[src/rtl/pc_target_encoder_if.sv]
// Bus bundle for pc_target_encoder: table write port, forward read port
// and the reverse-lookup request/result handshake.
interface pc_target_encoder_if;
   logic       WrEn;
   logic [3:0] WrAddr;
   logic [9:0] WrData;
   logic       Req;
   logic [9:0] Target;
   logic [3:0] RdAddr;
   logic [9:0] RdData;
   logic       Busy;
   logic       Done;
   logic       Hit;
   logic [3:0] Addr;

   modport master (
      output WrEn, WrAddr, WrData, Req, Target, RdAddr,
      input  RdData, Busy, Done, Hit, Addr
   );

   modport slave (
      input  WrEn, WrAddr, WrData, Req, Target, RdAddr,
      output RdData, Busy, Done, Hit, Addr
   );
endinterface

[src/rtl/pc_target_encoder.sv]
// pc_target_encoder: 16 x 10-bit PC target table with a combinational
// forward read (index -> PC) and a sequential reverse lookup (PC -> lowest
// matching index), scanning one entry per clock.
// Optional feature macro: PCENC_DEFAULT_TABLE_EN -- when defined the table
// is loaded with fixed contents on reset; otherwise the table has no reset.
module pc_target_encoder (
   input  logic                 Clk,
   input  logic                 Reset_n,
   pc_target_encoder_if.slave   bus
);

   typedef enum logic [1:0] {
      IDLE = 2'd0,
      SCAN = 2'd1,
      DONE = 2'd2
   } state_e;

   logic [9:0] table_q [16];
   logic [9:0] table_d [16];

   state_e     state_q, state_d;
   logic [3:0] idx_q,   idx_d;
   logic [9:0] tgt_q,   tgt_d;
   logic       hit_q,   hit_d;
   logic [3:0] addr_q,  addr_d;
   logic       busy_q,  busy_d;
   logic       done_q,  done_d;

   // Table write: new value lands on the edge and is visible next cycle.
   always_comb begin
      table_d = table_q;
      if (bus.WrEn) table_d[bus.WrAddr] = bus.WrData;
   end

`ifdef PCENC_DEFAULT_TABLE_EN
   // Table storage with a fixed reset image.
   always_ff @(posedge Clk or negedge Reset_n) begin
      if (!Reset_n) begin
         table_q[0] <= 10'd15;
         table_q[1] <= 10'd15;
         table_q[2] <= 10'd238;
         table_q[3] <= 10'd19;
         table_q[4] <= 10'd335;
         for (int i = 5; i < 16; i++) table_q[i] <= 10'(i);
      end else begin
         table_q <= table_d;
      end
   end
`else
   // Table storage without reset; contents are undefined until written.
   always_ff @(posedge Clk) begin
      table_q <= table_d;
   end
`endif

   // Scan control: accept Req in IDLE/DONE, walk indices 0..15 in SCAN,
   // stop on the first match (lowest index wins) or after index 15.
   always_comb begin
      state_d = state_q;
      idx_d   = idx_q;
      tgt_d   = tgt_q;
      hit_d   = hit_q;
      addr_d  = addr_q;
      case (state_q)
         IDLE, DONE: begin
            state_d = IDLE;
            if (bus.Req) begin
               state_d = SCAN;
               tgt_d   = bus.Target;
               idx_d   = 4'd0;
               hit_d   = 1'b0;
               addr_d  = 4'd0;
            end
         end
         SCAN: begin
            if (table_q[idx_q] == tgt_q) begin
               state_d = DONE;
               hit_d   = 1'b1;
               addr_d  = idx_q;
            end else if (idx_q == 4'd15) begin
               // Last entry missed: finish without wrapping the index.
               state_d = DONE;
               hit_d   = 1'b0;
               addr_d  = 4'd0;
            end else begin
               idx_d = idx_q + 4'd1;
            end
         end
         default: state_d = IDLE;
      endcase
      busy_d = (state_d == SCAN);
      done_d = (state_d == DONE);
   end

   // FSM and result registers; reset aborts any scan silently.
   always_ff @(posedge Clk or negedge Reset_n) begin
      if (!Reset_n) begin
         state_q <= IDLE;
         idx_q   <= 4'd0;
         tgt_q   <= 10'd0;
         hit_q   <= 1'b0;
         addr_q  <= 4'd0;
         busy_q  <= 1'b0;
         done_q  <= 1'b0;
      end else begin
         state_q <= state_d;
         idx_q   <= idx_d;
         tgt_q   <= tgt_d;
         hit_q   <= hit_d;
         addr_q  <= addr_d;
         busy_q  <= busy_d;
         done_q  <= done_d;
      end
   end

   assign bus.RdData = table_q[bus.RdAddr];
   assign bus.Busy   = busy_q;
   assign bus.Done   = done_q;
   assign bus.Hit    = hit_q;
   assign bus.Addr   = addr_q;

endmodule

[src/flat_wrapper.sv]
// flat-port wrapper written by rule: the top's interface ports become plain ports
module pc_target_encoder_flat 
  (Clk, Reset_n, bus_WrEn, bus_WrAddr, bus_WrData, bus_Req, bus_Target, bus_RdAddr, bus_RdData, bus_Busy, bus_Done, bus_Hit, bus_Addr);
  pc_target_encoder_if bus_i ();
  input  logic Clk;
  input  logic Reset_n;
  input wire logic [$bits(bus_i.WrEn)-1:0] bus_WrEn;
  input wire logic [$bits(bus_i.WrAddr)-1:0] bus_WrAddr;
  input wire logic [$bits(bus_i.WrData)-1:0] bus_WrData;
  input wire logic [$bits(bus_i.Req)-1:0] bus_Req;
  input wire logic [$bits(bus_i.Target)-1:0] bus_Target;
  input wire logic [$bits(bus_i.RdAddr)-1:0] bus_RdAddr;
  output wire logic [$bits(bus_i.RdData)-1:0] bus_RdData;
  output wire logic [$bits(bus_i.Busy)-1:0] bus_Busy;
  output wire logic [$bits(bus_i.Done)-1:0] bus_Done;
  output wire logic [$bits(bus_i.Hit)-1:0] bus_Hit;
  output wire logic [$bits(bus_i.Addr)-1:0] bus_Addr;
  assign bus_i.WrEn = bus_WrEn;
  assign bus_i.WrAddr = bus_WrAddr;
  assign bus_i.WrData = bus_WrData;
  assign bus_i.Req = bus_Req;
  assign bus_i.Target = bus_Target;
  assign bus_i.RdAddr = bus_RdAddr;
  assign bus_RdData = bus_i.RdData;
  assign bus_Busy = bus_i.Busy;
  assign bus_Done = bus_i.Done;
  assign bus_Hit = bus_i.Hit;
  assign bus_Addr = bus_i.Addr;
  pc_target_encoder u_core (.Clk(Clk), .Reset_n(Reset_n), .bus(bus_i));
endmodule
[config.mk]
export PLATFORM = sky130hd
export DESIGN_NAME = pc_target_encoder_flat
export DESIGN_NICKNAME = d
export VERILOG_FILES = /design/src/rtl/pc_target_encoder_if.sv /design/src/rtl/pc_target_encoder.sv /design/src/flat_wrapper.sv
export SDC_FILE = /design/constraint.sdc
export NUM_CORES = 1
export LEC_CHECK = 0
export CORE_UTILIZATION = 64
export DETAILED_ROUTE_END_ITERATION = 10
export PLACE_DENSITY = 0.84
export SYNTH_ARGS = -nofsm -noshare
export SYNTH_HDL_FRONTEND = slang
export SYNTH_SLANG_ARGS = --single-unit
[constraint.sdc]
create_clock -name Clk -period 8.7 [get_ports Clk]
set_input_delay 1.74 -clock Clk [delete_from_list [all_inputs] [get_ports Clk]]
set_output_delay 1.74 -clock Clk [all_outputs]
set_load 0.03 [all_outputs]
After elaboration in Yosys (flattened, before gate mapping) --
Cells that the tools add are included.
Word-level totals: register bits 183, latch bits 0, bits in writable memories 0, ROM bits 0, bits of input ports 32, memories 0
Cells by class: $add $sub $neg 1, $mul 0, div/mod/pow operators 0, $lt $le $gt $ge 4, equal/unequal tests 10, shift-type cells 0, mux-type cells 24, bitwise logic cells 3, reduce and logical (&&, ||, !) cells 7
Operators with widths (number):
- $bwmux W160 | 1
- $bmux W10 S4 | 2
- $mux W10 | 5
- $demux W10 S4 | 1
- $mux W4 | 5
- $pmux W4 S2 | 2
- $ge A5 B5 Y1 const B | 3
- $not A4 Y5 | 3
- $eq A10 B10 Y1 | 1
- $ne A2 B2 Y1 const B | 3
- $lt A5 B1 Y1 const B | 1
- $add A4 B1 Y4 const B | 1
- $eq A2 B1 Y1 const B | 2
- $eq A2 B2 Y1 const B | 2
- $eq A4 B4 Y1 const B | 1
- $mux W1 | 4
- $mux W2 | 2
- $pmux W2 S2 | 1
- $reduce_and A4 Y1 | 1
- $ne A3 B1 Y1 const B | 1
- $reduce_and A3 Y1 | 1
- $logic_not A2 Y1 | 1
- $pmux W1 S2 | 1
- $reduce_and A2 Y1 | 1
- 3 further kinds | 3

Longest topological paths before layout --
Gate-level depths: netlist of the first run.
word-level depth 8, depth in mapped cells 12, gate-level depth less buffers 8

Least setup slack after synthesis of the first run --
No wires, ideal clock.
path type input to output, from input port bus_RdAddr[0], to output port bus_RdData[0], data arrival time 3.544 ns, path slack 3.416 ns, stages 4, path buffers 2, cell sequence clkbuf_1 buf_1 mux4_2 mux4_2
On the way: word-level cells in the longest chain between the ends 4
Ends and longest elaborated chain:
- start, declared | line flat_wrapper.sv:12 | input wire logic [$bits(bus_i.RdAddr)-1:0] bus_RdAddr;
- $not A4 Y5 (not written as such) | line pc_target_encoder.sv:116 | assign bus.RdData = table_q[bus.RdAddr];
- $bmux W10 S4 | line pc_target_encoder.sv:116
- $mux W10 (not written as such) (2 in a row) | line pc_target_encoder.sv:116
- end, declared | line flat_wrapper.sv:13 | output wire logic [$bits(bus_i.RdData)-1:0] bus_RdData;
Every way passes these cells. The select of a mux whose other input is x is not followed.

Worst setup path in the final report of the first run --
from input port bus_RdAddr[0], to output port bus_RdData[7]
Same word-level chain as after synthesis.

==> results of run 1 <==
==> cell type report <==
class	count	share of cell area, %
inverters	8	0.3070
clock inverters	12	1.036
well taps	172	2.200
repair buffers	67	6.268
multi-input cells	247	30.70
flip-flops and latches	183	55.02
clock buffers	20	4.465
==> registers in the layout (all words and copies together) (netlist names) <==
name / cells
u_core.table_q: 160
u_core.bus.Done: 1
u_core.idx_q: 4
u_core.bus.Hit: 1
u_core.bus.Busy: 1
u_core.bus.Addr: 4
u_core.state_q: 2
u_core.tgt_q: 10
==> logic make-up after synthesis <==
group	Yosys count	synth area share, %
AOI/OAI and AO/OA	29	2.732
adders and majority gates	1	0.1468
DFF	183	63.15
muxes	103	24.79
xor gates and xnor gates	13	1.336
buffers and inverters	40	2.188
and+or+nand+nor	101	5.654
==> how the worst min path moves through the flow <==
stage | from | to | slack [ps] | depth (start not counted)
after floorplan | u_core.tgt_q[5]$_DFFE_PN0P_ | u_core.tgt_q[5]$_DFFE_PN0P_ | 470 | 2
after global routing | u_core.tgt_q[7]$_DFFE_PN0P_ | u_core.tgt_q[7]$_DFFE_PN0P_ | 540 | 2
after CTS | u_core.tgt_q[7]$_DFFE_PN0P_ | u_core.tgt_q[7]$_DFFE_PN0P_ | 510 | 2
after global placement | u_core.tgt_q[7]$_DFFE_PN0P_ | u_core.tgt_q[7]$_DFFE_PN0P_ | 480 | 2
after detailed placement | u_core.tgt_q[7]$_DFFE_PN0P_ | u_core.tgt_q[7]$_DFFE_PN0P_ | 480 | 2
final | u_core.tgt_q[7]$_DFFE_PN0P_ | u_core.tgt_q[7]$_DFFE_PN0P_ | 500 | 2
==> critical path, stage by stage <==
cell	delay (ps)
buf_2	560
buf_4	490
mux4_2	560
mux4_2	490
clkdlybuf4s50_1	610
==> per-layer routing <==
layer | wire length, um | track usage [%]
met5 | 0 | 0
met4 | 859 | 14.94
met3 | 1958 | 9.047
met2 | 9948 | 48.56
met1 | 7158 | 41.07
==> Yosys cell counts (6+ instances only) <==
cell / n
inv_1: 7
mux4_2: 86
nand2_1: 53
nor2_1: 8
dfrtp_1: 23
a22oi_1: 9
edfxtp_1: 160
clkbuf_1: 19
nand3_1: 6
nor3_1: 6
xor2_1: 10
mux2i_1: 16
==> cells in the final DEF, fill, tap and decap left out, types with 2 or more instances in the layout <==
| cell type | n |
|---|---|
| clkbuf_16 | 17 |
| buf_4 | 19 |
| nor4_2 | 2 |
| o311ai_0 | 2 |
| clkbuf_1 | 3 |
| xor2_1 | 10 |
| clkinv_1 | 4 |
| edfxtp_1 | 160 |
| nor2b_1 | 5 |
| clkdlybuf4s50_1 | 46 |
| nand2b_1 | 4 |
| nor2_1 | 8 |
| clkinv_2 | 2 |
| a21o_1 | 2 |
| nand2_1 | 53 |
| xnor2_1 | 3 |
| mux2i_1 | 16 |
| o32ai_1 | 4 |
| buf_2 | 2 |
| inv_1 | 7 |
| dfrtp_1 | 22 |
| o211ai_1 | 2 |
| a22oi_1 | 9 |
| nor3_2 | 4 |
| o21ai_1 | 2 |
| inv_6 | 2 |
| or2_1 | 4 |
| and2_1 | 2 |
| mux4_2 | 86 |
| clkinv_4 | 2 |
| nor4_1 | 2 |
| nor3_1 | 2 |
| nand3_1 | 6 |
==> metrics by stage <==
stage                     hold WS (ps)  power, mW  cells  setup slack, ps  instance area [um2]
after floorplan                  465.5      1.668    470             3416                 8519
after global placement           479.9      1.843    676             2468                 9235
after detailed placement         483.4      1.859    676             2403                 9235
after CTS                        505.2      2.574    708             2396                 9773
after global routing             543.4      2.670    709             2282                 9781
final                            500.7      2.574    709             2472                 9781
==> power groups by stage <==
stage	logic, mW	registers, mW	clock network (mW)
2_1_floorplan	0.602	1.07	0
3_3_place_gp	0.756	1.09	0
3_5_place_dp	0.770	1.09	0
4_1_cts	0.782	1.07	0.718
5_1_grt	0.834	1.08	0.756
6_report	0.784	1.08	0.715
==> impl_metrics.tcl, run 1 <==
set metrics [dict create \
    status "finished clean" \
    powerDensity_nw_per_um2 263.2 \
    synth_edf_count 160 \
    grt-ovfl-total 0 \
    critPathCapture "bus_RdData[7]" \
    drt_first_iter_violations 587 \
    p_leak_nw 3.319 \
    worst_slew_pin_slew_ps 1144 \
    route.detailed.drc 0 \
    ys_types 46 \
    fin_crit_sh_pct 71.59 \
    fillers 689 \
    path_max_fanout 21 \
    initial_core_util_pct 66.70 \
    required_ps 6960 \
    cp.arrival_ps 4490 \
    cts_sinks 183 \
    grt_pass1_vias 5120 \
    grt_pass1_wl_mm 30.32 \
    cap_violations 0 \
    internal-power_mw 1.768 \
    port_buffers 48 \
    via_per_inst 6.993 \
    dieArea_um2 13780 \
    multiInputGateArea_um2 3003 \
    rr_worst_depth 9 \
    area_growth_pct 14.80 \
    critPathLaunchType "primary input" \
    dr.pass1.iters 4 \
    grtUsageTotal_pct 31.23 \
    max_freq_mhz 160.6 \
    netlist.area_leader.share_pct 56.40 \
    yosysTopAreaCell "edfxtp_1" \
    synth_nets 503 \
    synthTopCellsByArea "edfxtp_1, mux4_2, dfrtp_1" \
    hold_viol 0 \
    die_y_um 117.4 \
    slew_headroom_pct 23.58 \
    num_rows 41 \
    power_frac_seq_pct 41.8 \
    numCtsBuffers 17 \
    insertedDiodeCount 0 \
    grt_max_degree 51 \
    htree_levels 4 \
    slew_violations 0 \
    cts_tree "done" \
    syn_avg_cell_area_um2 18.13 \
    clock_latency_ps 430 \
    hold_buffers 0 \
    clockBufferDepth 2 \
    peakVddDrop_v 0.0002076 \
    fin_worst_skew_ps 8.310 \
    die-width_um 117.4 \
    finalSetupViolations 0 \
    rrSetupSlack_ps 5150 \
    min_period_ps 6228 \
    hpwl_mm 11.87 \
    drive_above_1_share_pct 27.75 \
    regArea_um2 5381 \
    ctsRootBufferMaster "clkbuf_16" \
    min_path_type "register to register" \
    cts.repair.resized 0 \
    regToRegStartpoint "u_core.idx_q[0]$_DFFE_PN0P_" \
    switching_share_pct 31.33 \
    setup-tns-final_ps 0 \
    synth_seq_cells 183 \
    io_pins 49 \
    post_cts_buffers 0 \
    avgRoutedWirePerCell_um 28.10 \
    place_congestion 0.7985 \
    ant_nets 0 \
    antenna_found_initial 0 \
    fin_util_pct 76.57 \
    criticalPathCategory "primary input to primary output" \
    async_flop_share_pct 12.57 \
    syn_inst 470 \
    num_vias 4958 \
    power_frac_clock_pct 27.8 \
    synth_warnings 0 \
    ys.flop_type "edfxtp_1" \
    cp-startpoint "bus_RdAddr[0]" \
    pwr-share-comb_pct 30.4 \
    synth_area_um2 8519 \
    r2r-end "u_core.idx_q[1]$_DFFE_PN0P_" \
    drt-total-wl_mm 19.93 \
    clkTransAtPathRegs_ps 60 \
    endpoint_kind "primary output" \
    design.core.area_um2 12770 \
    rsz0062_at_grt "false" \
    yosysSeqAreaShare_pct 63.15 \
    finalNetCount 557 \
    switching_power_mw 0.8066 \
]
(Power assumes the default switching activity.)
==> run 2: changes to the inputs <==
- CORE_UTILIZATION: 64 -> 60
- PLACE_DENSITY: 0.84 -> 0.79
- clock period: 8.7 -> 6.5 ns (I/O delays scaled with it)
==> run 2 against run 1 <==
Effect of this change: worst setup slack lost 1000 ps; clock-buffer cell count unchanged; design area grew 0.29%; non-clock buffer count shrank 1; sequential power increased by 39%; wire length rose by 1.0%.
==> impl_metrics.tcl, run 2 (same netlist as run 1, synthesis figures left out) <==
set metrics [dict create \
    largest_registers "u_core.table_q: 160 flops, u_core.tgt_q: 10 flops" \
    min_path_type "register to register" \
    rr_worst_depth 8 \
    drt-total-wl_mm 20.12 \
    path_max_fanout 24 \
    setup-tns-final_ps 0 \
    clkTransAtPathRegs_ps 60 \
    cts_sinks 183 \
    cts.repair.resized 0 \
    largest_reg_flops 160 \
    die_y_um 121.2 \
    finalSetupViolations 0 \
    powerDensity_nw_per_um2 353.9 \
    power_frac_clock_pct 28.0 \
    insertedDiodeCount 0 \
    clock_latency_ps 430 \
    r2r-end "u_core.idx_q[1]$_DFFE_PN0P_" \
    die-width_um 121.2 \
    criticalPathCategory "primary input to primary output" \
    crit_path_cell_trace "buf_2 -> buf_12 -> mux4_2 -> mux4_2 -> clkdlybuf4s50_1" \
    ant_nets 0 \
    ctsRootBufferMaster "clkbuf_16" \
    grtUsageTotal_pct 29.70 \
    peakVddDrop_v 0.0002200 \
    design.core.area_um2 13880 \
    post_cts_buffers 0 \
    clockBufferDepth 2 \
    hpwl_mm 12.35 \
    switching_share_pct 30.86 \
    max_freq_mhz 197.8 \
    fin_util_pct 70.67 \
    htree_levels 4 \
    grt_max_degree 41 \
    slew_violations 0 \
    avgRoutedWirePerCell_um 28.11 \
    internal-power_mw 2.401 \
    area_growth_pct 15.14 \
    hold_buffers 0 \
    grt_pass1_vias 5078 \
    dr.pass1.iters 5 \
    cap_violations 0 \
    slowest_delay_ps 620 \
    initial_core_util_pct 61.38 \
    regToRegStartpoint "u_core.idx_q[0]$_DFFE_PN0P_" \
    hold-worst-slack_ps 514.4 \
    dieArea_um2 14680 \
    largest-register "u_core.table_q" \
    power_frac_seq_pct 43.2 \
    min_period_ps 5057 \
    route.detailed.drc 0 \
    slowest_stage "clkdlybuf4s50_1" \
    io_pins 49 \
    worst_slew_pin_slew_ps 1190 \
    fin_worst_skew_ps 5.907 \
    antenna_found_initial 0 \
    rrSetupSlack_ps 2810 \
    rsz0062_at_grt "false" \
    place_congestion 0.8004 \
    min_path_cells 2 \
    cp_common_cell "mux4_2" \
    fin_crit_sh_pct 77.80 \
    p_leak_nw 3.319 \
    critPathLaunchType "primary input" \
    pre_cts_slack_ps 1406 \
    endpoint_kind "primary output" \
    cp.arrival_ps 3760 \
    status "finished clean" \
    num_rows 43 \
    grt_pass1_wl_mm 30.11 \
    hold_viol 0 \
    pwr-share-comb_pct 28.8 \
    layout_commonest_cell "edfxtp_1" \
    final_cell_mix "edfxtp_1, mux4_2, nand2_1" \
    numCtsBuffers 17 \
    hold_start "u_core.tgt_q[8]$_DFFE_PN0P_" \
    port_buffers 48 \
    num_vias 5017 \
    via_per_inst 7.007 \
    setup_slack_ps 1443 \
    required_ps 5200 \
    finalNetCount 556 \
    switching_power_mw 1.071 \
    slew_headroom_pct 20.29 \
    cts_tree "done" \
    drt_first_iter_violations 637 \
    grt-ovfl-total 0 \
    min_to "u_core.tgt_q[8]$_DFFE_PN0P_" \
    drive_above_1_share_pct 27.61 \
]
## run 2: cell types whose count changed in the layout (fill, tap and decap cells not counted)
cell        previous run  this run
buf_4                 19        17
inv_6                  2         0
buf_12                 0         1
bufinv_16              1         2
clkinv_1               4         5
clkinv_2               2         3
clkinv_4               2         1
clkinvlp_4             0         1
inv_8                  1         0
nor3_1                 2         1
nor3_2                 4         5
## run 2: layout make-up
| type | instances | area, um2 |
|---|---|---|
| clock buffers | 20 | 436.7 |
| clock inverters | 12 | 110.1 |
| fillers | 878 | 4071 |
| inverters | 8 | 30.03 |
| multi-input cells | 247 | 3008 |
| flip-flops and latches | 183 | 5381 |
| well taps | 180 | 225.2 |
| repair buffers | 66 | 618.1 |
## run 2: worst max path at each step
stage,from,endpoint,slack (ps),depth (start not counted)
2_1_floorplan,bus_RdAddr[0],bus_RdData[0],2100,4
6_report,bus_RdAddr[0],bus_RdData[8],1440,5
4_1_cts,bus_RdAddr[0],bus_RdData[8],1390,5
3_5_place_dp,bus_RdAddr[0],bus_RdData[6],1410,5
5_1_grt,bus_RdAddr[0],bus_RdData[8],1290,5
3_3_place_gp,bus_RdAddr[0],bus_RdData[8],1400,5
## run 2: worst max-delay path, delay by kind of cell
kind,cells,cell delay (ps)
buffers and inverters,3,1400
muxes,2,1040
## run 2: metrics by stage
step | cells | area [um2] | total power [mW]
detailed placement | 684 | 9263 | 2.510
CTS | 716 | 9809 | 3.483
finish | 716 | 9809 | 3.472
global route | 716 | 9809 | 3.603
global placement | 684 | 9263 | 2.482
floorplan | 470 | 8519 | 2.232
## run 2: power by group through the flow
stage | clock (mW) | sequential [mW] | combinational (mW)
final | 0.971 | 1.50 | 0.999
after floorplan | 0 | 1.43 | 0.806
after detailed placement | 0 | 1.52 | 0.987
after global placement | 0 | 1.52 | 0.965
after CTS | 0.978 | 1.50 | 1.00
after global routing | 1.02 | 1.51 | 1.07
## run 2: per-layer routing
layer,GRT usage [%],wire length [um],vias to the layer above
li1,-,-,2035
met1,39.97,7334,2578
met2,46.71,9999,345
met3,5.968,1995,59
met4,15.05,795,0
met5,0,0,-
==> run 3: changes to the inputs <==
- clock period: 6.5 -> 5 ns (I/O delays scaled with it)
==> run 3 against run 2 <==
Effect of this change: clock skew is 1.8 ps higher; critical path depth stayed put; design area is 0.74% higher; sequential share of layout area is 0.40 points lower; sequential power is 32% higher; register-to-register slack worse by 1500 ps; worst setup slack worse by 510 ps; wire length is 1.6% lower; utilization is 0.52 points higher; clock-buffer cell count is 1 lower; combinational power is 28% higher; critical path type unchanged; highest routed layer unchanged.
==> impl_metrics.tcl, run 3 (same netlist as run 1, synthesis figures left out) <==
set metrics [dict create \
    max_freq_mhz 245.9 \
    regToRegStartpoint "u_core.idx_q[0]$_DFFE_PN0P_" \
    num_rows 43 \
    cp_common_cell "mux4_2" \
    status "finished clean" \
    powerDensity_nw_per_um2 461.5 \
    post_cts_buffers 0 \
    final_cell_mix "edfxtp_1, mux4_2, nand2_1" \
    cp.arrival_ps 3070 \
    avgRoutedWirePerCell_um 27.65 \
    switching_power_mw 1.377 \
    power_frac_clock_pct 28.6 \
    clock_latency_ps 430 \
    hold_viol 0 \
    route.detailed.drc 0 \
    ant_nets 0 \
    cp-startpoint "bus_RdAddr[1]" \
    grt_pass1_wl_mm 29.70 \
    cts_tree "done" \
    cts.repair.resized 0 \
    initial_core_util_pct 61.38 \
    rsz0062_at_grt "false" \
    antenna_found_initial 0 \
    crit_path_cell_trace "buf_2 -> buf_12 -> mux4_2 -> mux4_2 -> clkdlybuf4s50_1" \
    setup-tns-final_ps 0 \
    cts_sinks 183 \
    switching_share_pct 30.18 \
    grt_max_degree 28 \
    worst_slew_pin_slew_ps 1260 \
    largest_registers "u_core.table_q: 160 flops, u_core.tgt_q: 10 flops" \
    slew_headroom_pct 15.56 \
    largest_reg_flops 160 \
    drt_first_iter_violations 513 \
    required_ps 4000 \
    endpoint_kind "primary output" \
    grt_pass1_vias 5100 \
    hpwl_mm 12.22 \
    num_vias 4980 \
    critPathLaunchType "primary input" \
    drive_above_1_share_pct 27.99 \
    design.core.area_um2 13880 \
    die_y_um 121.2 \
    min_period_ps 4067 \
    fin_util_pct 71.19 \
    grt-ovfl-total 0 \
    min_path_type "register to register" \
    die-width_um 121.2 \
    place_congestion 0.7662 \
    area_growth_pct 15.99 \
    io_pins 49 \
    hold_buffers 0 \
    finalNetCount 558 \
    drt-total-wl_mm 19.80 \
    ctsRootBufferMaster "clkbuf_16" \
    via_per_inst 6.955 \
    pwr-share-comb_pct 28.0 \
    slowest_delay_ps 610 \
    clockBufferDepth 2 \
    htree_levels 4 \
    slowest_stage "clkdlybuf4s50_1" \
    dr.pass1.iters 5 \
    port_buffers 48 \
    numCtsBuffers 17 \
    slew_violations 0 \
    dieArea_um2 14680 \
    p_leak_nw 3.345 \
    peakVddDrop_v 0.0003076 \
    fin_worst_skew_ps 7.683 \
    criticalPathCategory "primary input to primary output" \
    clkTransAtPathRegs_ps 60 \
    layout_commonest_cell "edfxtp_1" \
    hold_start "u_core.tgt_q[9]$_DFFE_PN0P_" \
    internal-power_mw 3.184 \
    grtUsageTotal_pct 29.34 \
    path_max_fanout 24 \
    cap_violations 0 \
    largest-register "u_core.table_q" \
    power_frac_seq_pct 43.4 \
    insertedDiodeCount 0 \
    finalSetupViolations 0 \
    fin_crit_sh_pct 81.35 \
]
==> run 3: layout make-up <==
type,instances,area [um2]
sequential,183,5381
fill,855,3999
multi-input combinational,247,3008
timing repair buffer,68,670.6
clock buffer,19,432.9
tap,180,225.2
clock inverter,11,133.9
inverter,8,30.03
==> run 3: final timing paths <==
kind	cells after the start	end	slack, ps
max in group asynchronous	1	u_core.idx_q[0]$_DFFE_PN0P_	3190
hold / removal	2	u_core.tgt_q[9]$_DFFE_PN0P_	500
hold reg to reg	2	u_core.tgt_q[9]$_DFFE_PN0P_	500
setup / recovery	5	bus_RdData[6]	930
min in group asynchronous	1	u_core.tgt_q[9]$_DFFE_PN0P_	1130
setup reg to reg	9	u_core.idx_q[1]$_DFFE_PN0P_	1350
==> run 3: layer usage <==
metal | track usage, % | share of wire (%) | up-vias
li1 | - | - | 2040
met1 | 39.25 | 38 | 2574
met2 | 46.39 | 50 | 314
met3 | 6.673 | 9.3 | 52
met4 | 13.58 | 3.5 | 0
met5 | 0 | 0 | -
==> run 3: through the flow <==
stage                     power (mW)  hold slack, ps  worst slack, ps  instance area [um2]  cells
after global placement         3.241           486.8            945.7                 9315    686
final                          4.561           503.4            932.7                 9882    716
after detailed placement       3.278           484.8            914.1                 9315    686
after floorplan                2.902           465.5             1196                 8519    470
after global routing           4.742           551.1            900.0                 9882    716
after CTS                      4.585           508.9            926.5                 9882    716
==> run 3: worst max-delay path, delay by kind of cell <==
| kind | cells | cell delay, ps |
|---|---|---|
| mux | 2 | 810 |
| buf+inv | 3 | 1240 |
==> run 3: power groups by stage <==
stage | clock (mW) | combinational, mW | sequential [mW]
final | 1.31 | 1.28 | 1.98
after global routing | 1.38 | 1.37 | 2.00
after CTS | 1.32 | 1.28 | 1.98
after detailed placement | 0 | 1.27 | 2.01
after global placement | 0 | 1.25 | 2.00
after floorplan | 0 | 1.05 | 1.85
